[config.mk]
export PLATFORM = sky130hd
export DESIGN_NAME = timer_ctrl_flat
export DESIGN_NICKNAME = d
export VERILOG_FILES = /design/src/rtl/opl3_pkg.sv /design/src/rtl/timer_ctrl_if.sv /design/src/rtl/timer_flag.sv /design/src/rtl/timer_ctrl.sv /design/src/flat_wrapper.sv
export SDC_FILE = /design/constraint.sdc
export NUM_CORES = 1
export LEC_CHECK = 0
export CAP_MARGIN = 20
export CELL_PAD_IN_SITES_DETAIL_PLACEMENT = 1
export CELL_PAD_IN_SITES_GLOBAL_PLACEMENT = 2
export CORE_MARGIN = 2
export CORE_UTILIZATION = 25
export DETAILED_ROUTE_END_ITERATION = 7
export MAX_ROUTING_LAYER = met4
export PLACE_DENSITY_LB_ADDON = 0.1
export SYNTH_ARGS = -nofsm -noshare
export SYNTH_HDL_FRONTEND = slang
export SYNTH_SLANG_ARGS = --single-unit
[constraint.sdc]
create_clock -name clk -period 1.3 [get_ports clk]
set_input_delay 0.195 -clock clk [delete_from_list [all_inputs] [get_ports clk]]
set_output_delay 0.195 -clock clk [all_outputs]
set_load 0.02 [all_outputs]
[src/rtl/opl3_pkg.sv]
// Shared constants for the OPL3 timer control slice.
// Address map, status and control bit positions.
package opl3_pkg;

  localparam int REG_TIMER_WIDTH = 8;

  localparam logic [8:0] TIMER1_ADDR     = 9'h002;
  localparam logic [8:0] TIMER2_ADDR     = 9'h003;
  localparam logic [8:0] TIMER_CTRL_ADDR = 9'h004;

  localparam int STATUS_IRQ = 7;
  localparam int STATUS_FT1 = 6;
  localparam int STATUS_FT2 = 5;

  localparam int CTRL_RST = 7;
  localparam int CTRL_MT1 = 6;
  localparam int CTRL_MT2 = 5;
  localparam int CTRL_ST2 = 1;
  localparam int CTRL_ST1 = 0;

endpackage

[src/rtl/timer_ctrl_if.sv]
// Host register write bus into the timer control block.
// Bit 8 of address selects the bank.
interface timer_ctrl_if;
  logic       wr;
  logic [8:0] address;
  logic [7:0] din;

  modport master (
    output wr,
    output address,
    output din
  );

  modport slave (
    input wr,
    input address,
    input din
  );
endinterface

[src/rtl/timer_flag.sv]
// Sticky overflow flag; an unmasked set beats a same-cycle clear.
// flag_d exposes the next value so status can register in step.
module timer_flag (
  input  logic clk,
  input  logic reset,
  input  logic set,
  input  logic clr,
  input  logic mask,
  output logic flag,
  output logic flag_d
);

  always_comb begin
    flag_d = (set & ~mask) | (flag & ~clr);
  end

  always_ff @(posedge clk or posedge reset) begin
    if (reset) flag <= 1'b0;
    else       flag <= flag_d;
  end

endmodule

[src/rtl/timer_ctrl.sv]
// OPL3 timer preset/control registers, overflow flags and IRQ.
// All outputs come straight from flops.
module timer_ctrl
  import opl3_pkg::*;
(
  input  logic                       clk,
  input  logic                       reset,
  timer_ctrl_if.slave                bus,
  input  logic                       timer1_overflow_pulse,
  input  logic                       timer2_overflow_pulse,
  output logic [REG_TIMER_WIDTH-1:0] timer1_reg,
  output logic [REG_TIMER_WIDTH-1:0] timer2_reg,
  output logic                       start_timer1,
  output logic                       start_timer2,
  output logic [7:0]                 status,
  output logic                       irq_n
);

  logic wr_t1;
  logic wr_t2;
  logic wr_ctl;
  logic rst_flags;
  logic ld_ctl;
  logic mt1;
  logic mt2;
  logic ft1;
  logic ft2;
  logic ft1_d;
  logic ft2_d;
  logic irq_d;
  logic [7:0] status_d;

  always_comb begin
    wr_t1     = bus.wr && (bus.address == TIMER1_ADDR);
    wr_t2     = bus.wr && (bus.address == TIMER2_ADDR);
    wr_ctl    = bus.wr && (bus.address == TIMER_CTRL_ADDR);
    rst_flags = wr_ctl && bus.din[CTRL_RST];
    ld_ctl    = wr_ctl && !bus.din[CTRL_RST];
  end

  always_ff @(posedge clk or posedge reset) begin
    if (reset) begin
      timer1_reg   <= '0;
      timer2_reg   <= '0;
      mt1          <= 1'b0;
      mt2          <= 1'b0;
      start_timer1 <= 1'b0;
      start_timer2 <= 1'b0;
    end else begin
      if (wr_t1) timer1_reg <= bus.din;
      if (wr_t2) timer2_reg <= bus.din;
      if (ld_ctl) begin
        mt1          <= bus.din[CTRL_MT1];
        mt2          <= bus.din[CTRL_MT2];
        start_timer2 <= bus.din[CTRL_ST2];
        start_timer1 <= bus.din[CTRL_ST1];
      end
    end
  end

  // Masks are the pre-write values, so a same-cycle mask write is too late.
  timer_flag u_ft1 (
    .clk    (clk),
    .reset  (reset),
    .set    (timer1_overflow_pulse),
    .clr    (rst_flags),
    .mask   (mt1),
    .flag   (ft1),
    .flag_d (ft1_d)
  );

  timer_flag u_ft2 (
    .clk    (clk),
    .reset  (reset),
    .set    (timer2_overflow_pulse),
    .clr    (rst_flags),
    .mask   (mt2),
    .flag   (ft2),
    .flag_d (ft2_d)
  );

  always_comb begin
    irq_d                = ft1_d | ft2_d;
    status_d             = '0;
    status_d[STATUS_IRQ] = irq_d;
    status_d[STATUS_FT1] = ft1_d;
    status_d[STATUS_FT2] = ft2_d;
  end

  always_ff @(posedge clk or posedge reset) begin
    if (reset) begin
      status <= 8'h00;
      irq_n  <= 1'b1;
    end else begin
      status <= status_d;
      irq_n  <= ~irq_d;
    end
  end

  logic unused_ok;
  assign unused_ok = ^{ft1, ft2};

endmodule

[src/flat_wrapper.sv]
// flat-port wrapper written by rule: the top's interface ports become plain ports
module timer_ctrl_flat import opl3_pkg::*;
  (clk, reset, timer1_overflow_pulse, timer2_overflow_pulse, timer1_reg, timer2_reg, start_timer1, start_timer2, status, irq_n, bus_wr, bus_address, bus_din);
  timer_ctrl_if bus_i ();
  input  logic clk;
  input  logic reset;
  input  logic timer1_overflow_pulse;
  input  logic timer2_overflow_pulse;
  output logic [REG_TIMER_WIDTH-1:0] timer1_reg;
  output logic [REG_TIMER_WIDTH-1:0] timer2_reg;
  output logic start_timer1;
  output logic start_timer2;
  output logic [7:0] status;
  output logic irq_n;
  input wire logic [$bits(bus_i.wr)-1:0] bus_wr;
  input wire logic [$bits(bus_i.address)-1:0] bus_address;
  input wire logic [$bits(bus_i.din)-1:0] bus_din;
  assign bus_i.wr = bus_wr;
  assign bus_i.address = bus_address;
  assign bus_i.din = bus_din;
  timer_ctrl u_core (.clk(clk), .reset(reset), .bus(bus_i), .timer1_overflow_pulse(timer1_overflow_pulse), .timer2_overflow_pulse(timer2_overflow_pulse), .timer1_reg(timer1_reg), .timer2_reg(timer2_reg), .start_timer1(start_timer1), .start_timer2(start_timer2), .status(status), .irq_n(irq_n));
endmodule
==> run summary, run 1 <==
status = finished, violations left
failing checks = setup timing
drt pass-1 iters = 3
Crit. End Element = flip-flop
Pwr Total = 1.390 mW
H-tree depth = 1
worst-skew pair later-pin latency = 0.26 ns
Initial DRC Count = 10
setup ws final = -0.1306 ns
Detail Route Antenna Nets = 0
Synth Instances = 73
GPL Wtd Cong = 0.6810
Worst Skew = 0.0005507 ns
Post-DP HPWL = 2061 um
number of synthesized flops with an enable pin = 0
pwr/cell area = 872.2 mW/mm^2
Max FO, Critical Path = 4
Fin Hold WS = 0.2228 ns
num rows = 23
critical path arrival = 1.58 ns
io pins = 49
Setup TNS = -0.8359 ns
wl on met1 = 1014 um
Core ar. = 0.004029 sq mm
cells on worst reg2reg path = 2
post-synth cell types = 21
min-delay worst type = in -> async
Clock Tree Buf Depth = 2
post-synth top area share = 54.50%
Async S/R FF share, synth = 100.0%
Top FF cell, synth = dfrtp_1
xor/xnor cell area share of the yosys netlist = 0%
worst slack at placement = -0.8219 ns
number of buffers created by CTS = 3
met2 wire len = 1379 um
min Tclk post-route = 1.431 ns
clk sink count = 24
Area Growth Syn to Fin = 50.95%
RSZ-0062 raised after global routing = true
max-cap violations = 0
Slew Limit Fails = 0
Port Buffers = 43
Commonest cells post-synth = 23 x dfrtp_1, 20 x mux2_2, 7 x buf_4
Synth Area in Compound Gates = 3.791%
post-synthesis mux area share = 21.33%
chip width = 68.99 um
worst vdd rail ir drop = 0.5850 mV
sequential fraction of the synthesis area = 56.99%
Synth Warn # = 0
synthesized area = 0.001056 sq mm
global-route wire length before repair = 4271 um
Yosys reg bits = 24
vias in the first global route = 839
CTS tree = yes
total grt overflow = 0
kind of critical path = in -> reg
layout cells sized above 1 = 40.65%
Reg clk slew, reported paths = 0.08 ns
Data required, critical path = 1.45 ns
uppermost layer routed = met4
die footprint = 0.004760 sq mm
Final setup violation count = 7
Max Freq = 699.0 MHz
Post-Syn Area per Cell = 14.47 sq um
total wire length = 2590 um
Setup crit start = bus_address[1]
root buf cell = clkbuf_8
hold buffers post-CTS = 0
initial antenna violation count = 0
final layout net count = 146
crit start category = primary input
n_diodes = 0
total track usage = 13.24%
die extent in y = 68.99 um
Residual DRC = 0
synth top area cells = dfrtp_1 55%, mux2_2 21%, buf_4 5.0%, dfstp_2 2.5%, a22o_1 2.5%
count leader, synth = dfrtp_1
post-route cell area = 0.001594 sq mm
DR vias = 758
Via density = 4.382
WL/cell = 14.97 um
Synth Area in Adders = 0%
Simple-Gate Fraction of Synth Area = 11.02%
Lkg Pwr = 0.8135 nW
largest family of logic cells by synthesized area = multiplexers
Met3 Wirelength = 165 um
final period utilization = 110.0%
post-synth top area cell = dfrtp_1
placed inst area = 0.001559 sq mm
R2R Path Start = u_core.status[6]
Starting Density = 26.21%
largest net degree at the start of global routing = 18
Final Hold Fails = 0
through the flow:
step | utilization (%) | instances
finish | 39.57 | 173
global route | 39.57 | 173
CTS | 39.60 | 173
detailed placement | 38.70 | 168
global placement | 38.70 | 168
floorplan | - | 77
repair_timing:
action | CTS | global route
endpoints found under the setup margin | 46 | 17
pin swaps | 9 | 4
resized for setup | 64 | 6
setup buffers | 1 | 0
placed cells by master (no fill, tap or decap), types with 2 or more instances in the layout:
cell,n
inv_1,3
conb_1,5
buf_6,6
buf_2,2
dlygate4sd2_1,24
clkbuf_2,3
a22o_1,3
or4_4,2
mux2_2,16
buf_4,5
clkbuf_8,3
mux2_4,4
dfrtp_1,23
clkdlybuf4s50_1,10
cell type report:
type	count	area, sq um
flip-flops and latches	24	601.8
multi-input cells	42	432.9
fillers	450	2435
well taps	50	62.56
inverters	3	11.26
repair buffers	50	440.4
clock buffers	4	45.04
power by group:
group | internal, mW | leakage [nW] | switching, mW
registers | 0.761 | 0.314 | 0.00696
logic | 0.0899 | 0.476 | 0.0885
clock network | 0.219 | 0.0228 | 0.225
cell families (layout without fill, tap and decap cells):
kind of cell	count (synthesis)	count (layout)
buffers and inverters	11	57
muxes	20	20
AOI/OAI and AO/OA	5	5
and+or+nand+nor	12	12
DFF	24	24
other	1	5
path summary, 6_finish.rpt:
path                                         to  slack [ns]
max                            u_core.status[6]       -0.13
min                        u_core.timer2_reg[3]        0.22
max reg2reg                    u_core.status[7]        0.26
min reg2reg                u_core.timer2_reg[1]        0.51
max in group asynchronous          u_core.irq_n        0.76
min in group clk           u_core.timer1_reg[7]        0.29
routing by layer:
layer | GRT usage (%) | up-vias
li1 | - | 347
met1 | 13.93 | 384
met2 | 22.96 | 23
met3 | 4.870 | 4
met4 | 4.412 | 0
met5 | - | -
critical path, stage by stage:
cell     delay (ns)
buf_6          0.09
or4bb_1        0.52
or4_4          0.56
a22o_1         0.22
Power figures use the tool's default switching activity.
==> run 2: changes to the inputs <==
- CAP_MARGIN: 20 -> not set
==> results of run 2 <==
Same layout as run 1: the final DEF is identical, and so are final timing and power.
